$ cat config.mk
export PLATFORM = sky130hd
export DESIGN_NAME = button_conditioner_flat
export DESIGN_NICKNAME = d
export VERILOG_FILES = /design/src/rtl/button_pkg.sv /design/src/rtl/button_conditioner_if.sv /design/src/rtl/button_debounce_ch.sv /design/src/rtl/button_conditioner.sv /design/src/flat_wrapper.sv
export SDC_FILE = /design/constraint.sdc
export NUM_CORES = 1
export LEC_CHECK = 0
export CELL_PAD_IN_SITES_DETAIL_PLACEMENT = 0
export CELL_PAD_IN_SITES_GLOBAL_PLACEMENT = 2
export CORE_MARGIN = 5
export CORE_UTILIZATION = 36
export DETAILED_ROUTE_END_ITERATION = 7
export PLACE_DENSITY_LB_ADDON = 0.2
export SLEW_MARGIN = 40
export SYNTH_ARGS = -nofsm -noshare
export SYNTH_HDL_FRONTEND = slang
export SYNTH_HIERARCHICAL = 1
export SYNTH_SLANG_ARGS = --single-unit
$ cat constraint.sdc
create_clock -name CLK -period 2.5 [get_ports CLK]
set_input_delay 0.5 -clock CLK [delete_from_list [all_inputs] [get_ports CLK]]
set_output_delay 0.5 -clock CLK [all_outputs]
set_load 0.05 [all_outputs]
$ cat src/rtl/button_pkg.sv
// button_pkg: shared definitions for the push-button conditioner.
//   - btn_state_e : per-channel debounce FSM state
//   - cnt_width() : width of the saturating debounce/repeat counters
//   - *_DEF       : default parameter values used by the top and interface
package button_pkg;

  localparam int N_BTN_DEF           = 5;
  localparam int DEBOUNCE_CYCLES_DEF = 20;
  localparam int REPEAT_DELAY_DEF    = 500;
  localparam int REPEAT_PERIOD_DEF   = 100;

  typedef enum logic [1:0] {
    RELEASED     = 2'd0,
    PRESS_WAIT   = 2'd1,
    HELD         = 2'd2,
    RELEASE_WAIT = 2'd3
  } btn_state_e;

  // ceil(log2(max(a, b, c))) + 1: always wide enough to hold the largest
  // threshold itself, so a saturated counter can sit at that value.
  function automatic int cnt_width(input int a, input int b, input int c);
    int m;
    m = a;
    if (b > m) m = b;
    if (c > m) m = c;
    return $clog2(m) + 1;
  endfunction

endpackage

$ cat src/rtl/button_conditioner_if.sv
// button_conditioner_if: button bundle between the board-side driver and the
// conditioner.
//   BUTTONS_RAW   : raw active-high pin levels (asynchronous to CLK)
//   BUTTONS       : one-cycle press pulse per channel
//   BUTTONS_LEVEL : debounced held level per channel
// Modports: master drives the raw levels, slave (the conditioner) drives the
// conditioned outputs.
interface button_conditioner_if
  import button_pkg::*;
#(
  parameter int N_BTN = N_BTN_DEF
);
  logic [N_BTN-1:0] BUTTONS_RAW;
  logic [N_BTN-1:0] BUTTONS;
  logic [N_BTN-1:0] BUTTONS_LEVEL;

  modport master (output BUTTONS_RAW, input BUTTONS, input BUTTONS_LEVEL);
  modport slave  (input BUTTONS_RAW, output BUTTONS, output BUTTONS_LEVEL);
endinterface

$ cat src/rtl/button_debounce_ch.sv
// button_debounce_ch: one push-button channel.
//   2-flop synchroniser -> saturating debounce counter -> 4-state FSM,
//   plus the armed flag that suppresses pulses for a button held through
//   reset. Optional auto-repeat when BUTTON_AUTOREPEAT_EN is defined.
// Ports:
//   CLK, RESETN : clock, asynchronous active-low reset
//   btn_raw     : raw pin level
//   btn_pulse   : registered one-cycle press (and repeat) pulse
//   btn_level   : debounced held level
module button_debounce_ch
  import button_pkg::*;
#(
  parameter int DEBOUNCE_CYCLES = DEBOUNCE_CYCLES_DEF,
  parameter int REPEAT_DELAY    = REPEAT_DELAY_DEF,
  parameter int REPEAT_PERIOD   = REPEAT_PERIOD_DEF
) (
  input  logic CLK,
  input  logic RESETN,
  input  logic btn_raw,
  output logic btn_pulse,
  output logic btn_level
);

  localparam int CW = cnt_width(DEBOUNCE_CYCLES, REPEAT_DELAY, REPEAT_PERIOD);
  localparam logic [CW-1:0] DB_MAX = CW'(DEBOUNCE_CYCLES);

  logic       sync_p0, sync_p1;
  btn_state_e state, state_nxt;
  logic [CW-1:0] cnt, cnt_nxt, cnt_inc;
  logic       armed, armed_nxt;
  logic       pulse_nxt;

`ifdef BUTTON_AUTOREPEAT_EN
  localparam logic [CW-1:0] RD = CW'(REPEAT_DELAY);
  localparam logic [CW-1:0] RP = CW'(REPEAT_PERIOD);
  logic [CW-1:0] rcnt, rcnt_nxt, rcnt_inc, rep_thr;
  logic          rep_first, rep_first_nxt;

  assign rcnt_inc = (rcnt == '1) ? rcnt : rcnt + 1'b1;
  assign rep_thr  = rep_first ? RD : RP;
`endif

  assign cnt_inc   = (cnt == DB_MAX) ? cnt : cnt + 1'b1;
  assign btn_level = (state == HELD) || (state == RELEASE_WAIT);

  always_ff @(posedge CLK or negedge RESETN) begin
    if (!RESETN) begin
      sync_p0   <= 1'b0;
      sync_p1   <= 1'b0;
      state     <= RELEASED;
      cnt       <= '0;
      armed     <= 1'b0;
      btn_pulse <= 1'b0;
`ifdef BUTTON_AUTOREPEAT_EN
      rcnt      <= '0;
      rep_first <= 1'b1;
`endif
    end else begin
      // stage p0/p1: metastability synchroniser
      sync_p0   <= btn_raw;
      sync_p1   <= sync_p0;
      // FSM and counters act on the synchronised level
      state     <= state_nxt;
      cnt       <= cnt_nxt;
      armed     <= armed_nxt;
      btn_pulse <= pulse_nxt;
`ifdef BUTTON_AUTOREPEAT_EN
      rcnt      <= rcnt_nxt;
      rep_first <= rep_first_nxt;
`endif
    end
  end

  always_comb begin
    state_nxt = state;
    cnt_nxt   = cnt;
    armed_nxt = armed;
    pulse_nxt = 1'b0;
`ifdef BUTTON_AUTOREPEAT_EN
    rcnt_nxt      = rcnt;
    rep_first_nxt = rep_first;
`endif
    case (state)
      RELEASED: begin
`ifdef BUTTON_AUTOREPEAT_EN
        rcnt_nxt      = '0;
        rep_first_nxt = 1'b1;
`endif
        if (sync_p1) begin
          state_nxt = PRESS_WAIT;
          cnt_nxt   = '0;
        end else begin
          // A full debounce interval of released input counts as an
          // accepted release, which arms the channel after reset. A button
          // held through reset only shows the reset-cleared synchroniser
          // zeros for two cycles, far short of this.
          cnt_nxt = cnt_inc;
          if (cnt_inc == DB_MAX) armed_nxt = 1'b1;
        end
      end
      PRESS_WAIT: begin
        if (!sync_p1) begin
          state_nxt = RELEASED;
          cnt_nxt   = '0;
        end else if (cnt_inc == DB_MAX) begin
          state_nxt = HELD;
          cnt_nxt   = '0;
          pulse_nxt = armed;
`ifdef BUTTON_AUTOREPEAT_EN
          rcnt_nxt      = '0;
          rep_first_nxt = 1'b1;
`endif
        end else begin
          cnt_nxt = cnt_inc;
        end
      end
      HELD: begin
        if (!sync_p1) begin
          state_nxt = RELEASE_WAIT;
          cnt_nxt   = '0;
        end
`ifdef BUTTON_AUTOREPEAT_EN
        else if (rcnt_inc == rep_thr) begin
          pulse_nxt     = armed;
          rcnt_nxt      = '0;
          rep_first_nxt = 1'b0;
        end else begin
          rcnt_nxt = rcnt_inc;
        end
`endif
      end
      RELEASE_WAIT: begin
        // repeat counter deliberately untouched here: a bounce back to HELD
        // resumes the repeat cadence where it left off
        if (sync_p1) begin
          state_nxt = HELD;
          cnt_nxt   = '0;
        end else if (cnt_inc == DB_MAX) begin
          state_nxt = RELEASED;
          cnt_nxt   = '0;
          armed_nxt = 1'b1;
        end else begin
          cnt_nxt = cnt_inc;
        end
      end
      default: state_nxt = RELEASED;
    endcase
  end

endmodule

$ cat src/rtl/button_conditioner.sv
// button_conditioner: conditions N_BTN raw push-button levels into clean
// one-cycle press pulses and debounced levels, one independent channel each.
// Optional feature macro: BUTTON_AUTOREPEAT_EN (auto-repeat while held).
// Ports:
//   CLK    : system clock
//   RESETN : asynchronous active-low reset
//   btn    : button_conditioner_if.slave (BUTTONS_RAW in; BUTTONS,
//            BUTTONS_LEVEL out)
module button_conditioner
  import button_pkg::*;
#(
  parameter int N_BTN           = N_BTN_DEF,
  parameter int DEBOUNCE_CYCLES = DEBOUNCE_CYCLES_DEF,
  parameter int REPEAT_DELAY    = REPEAT_DELAY_DEF,
  parameter int REPEAT_PERIOD   = REPEAT_PERIOD_DEF
) (
  input  logic                 CLK,
  input  logic                 RESETN,
  button_conditioner_if.slave  btn
);

  logic [N_BTN-1:0] pulse_w;
  logic [N_BTN-1:0] level_w;

  for (genvar i = 0; i < N_BTN; i++) begin : g_ch
    button_debounce_ch #(
      .DEBOUNCE_CYCLES(DEBOUNCE_CYCLES),
      .REPEAT_DELAY   (REPEAT_DELAY),
      .REPEAT_PERIOD  (REPEAT_PERIOD)
    ) u_ch (
      .CLK      (CLK),
      .RESETN   (RESETN),
      .btn_raw  (btn.BUTTONS_RAW[i]),
      .btn_pulse(pulse_w[i]),
      .btn_level(level_w[i])
    );
  end

  assign btn.BUTTONS       = pulse_w;
  assign btn.BUTTONS_LEVEL = level_w;

endmodule

$ cat src/flat_wrapper.sv
// flat-port wrapper written by rule: the top's interface ports become plain ports
module button_conditioner_flat import button_pkg::*;
#(
  parameter int N_BTN           = N_BTN_DEF,
  parameter int DEBOUNCE_CYCLES = DEBOUNCE_CYCLES_DEF,
  parameter int REPEAT_DELAY    = REPEAT_DELAY_DEF,
  parameter int REPEAT_PERIOD   = REPEAT_PERIOD_DEF
)
  (CLK, RESETN, btn_BUTTONS_RAW, btn_BUTTONS, btn_BUTTONS_LEVEL);
  button_conditioner_if #(.N_BTN(N_BTN)) btn_i ();
  input  logic CLK;
  input  logic RESETN;
  input wire logic [$bits(btn_i.BUTTONS_RAW)-1:0] btn_BUTTONS_RAW;
  output wire logic [$bits(btn_i.BUTTONS)-1:0] btn_BUTTONS;
  output wire logic [$bits(btn_i.BUTTONS_LEVEL)-1:0] btn_BUTTONS_LEVEL;
  assign btn_i.BUTTONS_RAW = btn_BUTTONS_RAW;
  assign btn_BUTTONS = btn_i.BUTTONS;
  assign btn_BUTTONS_LEVEL = btn_i.BUTTONS_LEVEL;
  button_conditioner #(.N_BTN(N_BTN), .DEBOUNCE_CYCLES(DEBOUNCE_CYCLES), .REPEAT_DELAY(REPEAT_DELAY), .REPEAT_PERIOD(REPEAT_PERIOD)) u_core (.CLK(CLK), .RESETN(RESETN), .btn(btn_i));
endmodule
== Yosys cells after proc, flatten, opt, wreduce, memory -nomap -nowiden ==
Index checks and enable logic that the tools add are counted.

* Bits of input ports: 7
* Bits in registers: 80

* Add/subtract/negate cells: 5
* Bitwise logic cells: 5
* Muxes and demuxes: 85
* Eq/ne operators: 45
* Reduce and logical (&&, ||, !) cells: 25

{| class="wikitable"
|+ Operators by type and width
! operator !! count
|-
| 10-bit 2-to-1 mux || 30
|-
| 10-bit one-hot mux with 4 select lines || 5
|-
| 10-bit by 5-bit == test with 1-bit output (second input constant) || 10
|-
| 2-bit 2-to-1 mux || 30
|-
| 10-bit by 1-bit adder with 10-bit output (second input constant) || 5
|-
| 2-bit one-hot mux with 4 select lines || 5
|-
| 2-bit == test (second input constant) || 10
|-
| 2-bit inequality test (second input constant) || 10
|-
| 4-bit AND reduction || 5
|-
| 1-bit 2-to-1 mux || 15
|-
| 3-bit by 2-bit inequality test with 1-bit output (second input constant) || 5
|-
| 3-bit inequality test (second input constant) || 5
|-
| 3-bit AND reduction || 5
|-
| 2-bit by 1-bit == test with 1-bit output (second input constant) || 5
|-
| 2-bit logical NOT || 5
|-
| 2-bit OR reduction || 5
|-
| 1-bit logical OR || 5
|-
| 1-bit inverter || 5
|}

== Longest topological paths before layout ==
* Word-level depth: 6
* Depth in mapped cells: 9

== Hierarchy ==
Netlist, hierarchy kept.

{| class="wikitable"
|+ Modules (own cells, without submodules)
! module !! instances !! cells each !! area an instance (um^2)
|-
| button_debounce_ch (u_core.g_ch[0].u_ch ...) || 4 || 136 || 1229.9
|-
| button_debounce_ch (u_core.g_ch[4].u_ch) || 1 || 135 || 1248.7
|}

== Worst setup path before layout ==
Ideal clock, no wire load.

* Path kind: register to register
* Start point: reg u_core.g_ch[4].u_ch.cnt[0]
* End point: reg u_core.g_ch[4].u_ch.state[0]
* Cell stages (with the launch flop): 9
* Buffers on the path: 0
* Path slack: 0.178 ns
* Data required time: 2.374 ns
* Data arrival time: 2.196 ns
* Cells stage by stage: dfrtp_1 > ha_1 > nand3_1 > o32a_2 > a2111oi_4 > nand2_1 > a221oi_2 > mux2i_1 > mux2i_1

* Longest elaborated chain between the ends: 5
* Elaborated cells on any way between the ends: 7
* Classes of those cells: add/sub (1); eq/ne (4); mux (1); reduce/logical (1)

{| class="wikitable"
|+ Ends and longest elaborated chain
! element !! RTL line !! RTL
|-
| start: declaration || button_debounce_ch.sv:29 || <nowiki>logic [CW-1:0] cnt, cnt_nxt, cnt_inc;</nowiki>
|-
| start signal: assignment || button_debounce_ch.sv:64 || <nowiki>cnt <= cnt_nxt;</nowiki>
|-
| 10-bit by 1-bit adder with 10-bit output or 10-bit by 5-bit == test with 1-bit output (tied branches) || button_debounce_ch.sv:43 || <nowiki>assign cnt_inc = (cnt == DB_MAX) ? cnt : cnt + 1'b1;</nowiki>
|-
| 10-bit 2-to-1 mux * || button_debounce_ch.sv:43 ||
|-
| 10-bit by 5-bit == test with 1-bit output * || button_debounce_ch.sv:105, button_debounce_ch.sv:138 ||
|-
| 3-bit inequality test (no source line) or 3-bit by 2-bit inequality test with 1-bit output (tied branches) || -- ||
|-
| 4-bit AND reduction (no source line) * || -- ||
|-
| end signal: assignment || button_debounce_ch.sv:63 || <nowiki>state <= state_nxt;</nowiki>
|-
| end: declaration || button_debounce_ch.sv:28 || <nowiki>btn_state_e state, state_nxt;</nowiki>
|}

Mark *: on every way between the ends. The rest lies on a longest branch, timed or not.
A chain may end at the register's enable or synchronous reset.

== Final worst setup path ==
* Start point: reg u_core.g_ch[2].u_ch.state[0]
* End point: out btn_BUTTONS_LEVEL[2]

* Longest elaborated chain between the ends: 2
* Elaborated cells on any way between the ends: 3
* Classes of those cells: eq/ne (2); reduce/logical (1)

{| class="wikitable"
|+ Ends and longest elaborated chain
! element !! RTL line !! RTL
|-
| start: declaration || button_debounce_ch.sv:28 ||
|-
| start signal: assignment || button_debounce_ch.sv:63 ||
|-
| 2-bit == test || button_debounce_ch.sv:44 || <nowiki>assign btn_level = (state == HELD) || (state == RELEASE_WAIT);</nowiki>
|-
| 1-bit logical OR * || button_debounce_ch.sv:44 ||
|-
| end: declaration || flat_wrapper.sv:15 || <nowiki>output wire logic [$bits(btn_i.BUTTONS_LEVEL)-1:0] btn_BUTTONS_LEVEL;</nowiki>
|}

Marks and branches as above.

==> results_dict.tcl <==
set metrics [dict create \
    outcome "completed" \
    synth_async_sr_flop_share 1.00 \
    crit_arrival_ns 1.88 \
    worst_setup_hold_path_clk_slew_ns 0.06 \
    power.static_leakage_nw 3.09 \
    final_core_utilization 0.430 \
    critical_path.startpoint_type "flop" \
    cts.root.buffer_cell "clkbuf_16" \
    fp-row-count 47 \
    synth.avg_cell_area_um2 9.08 \
    start_util 0.369 \
    antenna_violations_before_repair 0 \
    cts.hold.buffers_added 0 \
    maxCapViolations 0 \
    synth.ff_latch_count 80 \
    floorplan.die.height_um 141 \
    design.die.area_um2 19900 \
    crit_required_ns 2.00 \
    finalSetupViolations 0 \
    cts_max_path_buffers 2 \
    layout-area-overhead-vs-synth_pct 16.5 \
    drc 0 \
    total_power_w 0.00603 \
    synth.lib_cells_used.distinct 71 \
    mappedNetlistNets 721 \
    numCtsBuffers 9 \
    post-dp-hpwl_mm 11.0 \
    setup_tns_ns 0 \
    route.final.wire_length_mm 14.8 \
    overflow 0 \
    place_congestion 0.830 \
    path_max_fanout 5 \
    max_slew_margin 0.461 \
    final_min_period_over_clock_period 0.952 \
    core_area_um2 16700 \
    die-width_um 141 \
    timing_max_transition_violations_final 0 \
    final_critical_path_setup_slack_ns 0.120 \
    detailroute.via_count 5108 \
    cts_tree "yes" \
    total_of_fill_cells_in_the_finished_design 1670 \
    cts_max_level 3 \
    pre_cts_setup_slack_ns 0.0115 \
    grt_util_all_layers 0.150 \
    synth_enable_flop_cells 0 \
    min_path_type "in2async" \
    vdd_drop_max_uv 454 \
    placement.io_buffers 16 \
    io-pin-count 17 \
    grt_max_degree 51 \
    detail-route-antenna-nets 0 \
    critical_path.endpoint_type "output pin" \
    antenna_cells_inserted 0 \
    post_synth_inst_count 679 \
    netlist_area_um2 6170 \
    dominantRegCellSynth "dfrtp_1" \
    route.detailed.vias_per_inst 5.47 \
    setup_repair_after_global_routing_missed_its_margin "true" \
    cellPowerDensity_nw_per_um2 839 \
    cts_num_sinks 80 \
    clock-skew-final_ns 0.00596 \
    clk_latency_ns 0.34 \
    setup.worst_path.class "reg2out" \
    drive_above_1_share 0.242 \
    finish.net_count 752 \
    fmax_ghz 0.420 \
    finalWorstPathRequiredPeriod_ns 2.38 \
    grt_first_pass_wirelength_mm 24.7 \
    routed_wire_length_per_instance_um 15.9 \
    worst_slew_pin_slew_ns 0.802 \
    yosysWarnings 6 \
    initialDrtViolationCount 343 \
    synth_sequential_area_ratio 0.325 \
    drt-pass1-iter-count 5 \
    grt_pass1_vias 4907 \
    finalHoldViolCount 0 \
]
==> layout make-up <==
class | instances | area, um2 | share of cell area
clock buffer | 12 | 246 | 0.0343
clock inverter | 3 | 90.1 | 0.0125
inverter | 38 | 143 | 0.0198
multi-input combinational | 522 | 3950 | 0.549
sequential | 80 | 2010 | 0.279
tap | 220 | 275 | 0.0383
timing repair buffer | 59 | 482 | 0.0670
==> synth_stat cells, drive strengths merged, types with 5 or more instances <==
library cell / n / share of area
mux2i: 6 / 0.012
nand3: 26 / 0.026
nand3b: 6 / 0.0097
nor2: 57 / 0.036
inv: 38 / 0.023
nand2: 75 / 0.048
a31oi: 17 / 0.024
o211ai: 7 / 0.0093
o22ai: 12 / 0.012
o31a: 8 / 0.011
and2: 8 / 0.0083
o21a: 8 / 0.0097
o21ai: 56 / 0.045
a21oi: 5 / 0.0047
nor3: 24 / 0.025
a22o: 5 / 0.0071
buf: 31 / 0.032
nor4b: 10 / 0.030
and3: 8 / 0.0083
clkbuf: 8 / 0.0049
nand4: 20 / 0.030
a21o: 13 / 0.016
a211oi: 5 / 0.0061
xnor2: 13 / 0.018
dfrtp: 80 / 0.32
a22oi: 12 / 0.015
ha: 35 / 0.071
or2: 22 / 0.023
o31ai: 15 / 0.030
and4: 18 / 0.027
==> cell usage in the layout, fill, tap and decap left out, types with 13 or more instances in the layout <==
cell / n
and4_1: 14
dfrtp_1: 76
nand4_1: 16
inv_1: 36
a21o_1: 13
nand3_1: 20
o21ai_0: 39
nand2_1: 70
or2_2: 17
nor2_1: 53
buf_4: 47
nor3_1: 19
xnor2_1: 13
ha_1: 32
o21ai_1: 15
==> path summary, 6_finish.rpt <==
path	from	depth (start not counted)	slack, ns	endpoint
max	u_core/g_ch[2].u_ch/state[0]	4	0.12	btn_BUTTONS_LEVEL[2]
min	RESETN	1	0.12	u_core/g_ch[4].u_ch/cnt[6]
max reg2reg	u_core/g_ch[1].u_ch/cnt[0]	9	0.13	u_core/g_ch[1].u_ch/cnt[0]
min reg2reg	u_core/g_ch[3].u_ch/sync_p0	0	0.35	u_core/g_ch[3].u_ch/sync_p1
max in group asynchronous	RESETN	2	1.75	asynchronous set/reset pin
min in group CLK	u_core/g_ch[3].u_ch/sync_p0	0	0.35	u_core/g_ch[3].u_ch/sync_p1
==> power by group <==
part	switching, W	leakage [nW]	total, W	internal [W]
clock network	0.000536	0.163	0.00153	0.000999
logic	0.00162	1.86	0.00282	0.00121
registers	0.000213	1.06	0.00167	0.00146
total	0.00237	3.09	0.00603	0.00367
==> timing repair <==
| item | 4_1_cts | 5_1_grt |
|---|---|---|
| setup endpoints to repair | 2 | 23 |
| pin swaps | 0 | 14 |
| resized for setup | 2 | 30 |
| buffers inserted | 0 | 10 |
==> state kept, by name, summed over array words and instances, names as in the netlist, named ones only <==
signal	flops
u_core/g_ch.u_ch/btn_pulse	5
u_core/g_ch.u_ch/cnt	50
u_core/g_ch.u_ch/sync_p1	5
u_core/g_ch.u_ch/armed	5
u_core/g_ch.u_ch/sync_p0	5
u_core/g_ch.u_ch/state	5
==> metal layers <==
| layer | part of all wire | GRT usage | vias to the layer above | routed length, um |
|---|---|---|---|---|
| met2 | 0.48 | 0.247 | 73 | 7100 |
| li1 | - | - | 2543 | - |
| met1 | 0.48 | 0.201 | 2474 | 7090 |
| met4 | 0.016 | 0.0418 | 0 | 237 |
| met5 | 0 | 0 | - | 0 |
| met3 | 0.027 | 0.0271 | 18 | 395 |
==> critical path, stage by stage (launching register included) <==
cell,delay [ns]
dfrtp_1,0.43
inv_1,0.13
ha_1,0.27
or2_2,0.28
dlygate4sd2_1,0.42
==> metrics by stage <==
| stage | hold slack, ns | instance area, um2 | cells |
|---|---|---|---|
| 2_1_floorplan | 0.204 | 6170 | 679 |
| 3_3_place_gp | 0.332 | 6620 | 909 |
| 3_5_place_dp | 0.336 | 6620 | 909 |
| 4_1_cts | 0.124 | 6970 | 924 |
| 5_1_grt | 0.148 | 7190 | 934 |
| 6_report | 0.115 | 7190 | 934 |
==> kinds of logic (layout without fill, tap and decap cells) <==
| logic type | count (synthesis) | after routing | share of synthesized area |
|---|---|---|---|
| multiplexers | 10 | 10 | 0.0195 |
| AO/OA/AOI/OAI | 178 | 178 | 0.219 |
| adder cells (fa/ha/maj) | 35 | 35 | 0.0710 |
| buffers and inverters | 77 | 112 | 0.0600 |
| XOR/XNOR | 14 | 14 | 0.0199 |
| AND/OR/NAND/NOR | 285 | 285 | 0.286 |
| flip-flops | 80 | 80 | 0.325 |
Power figures use the tool's default switching activity.
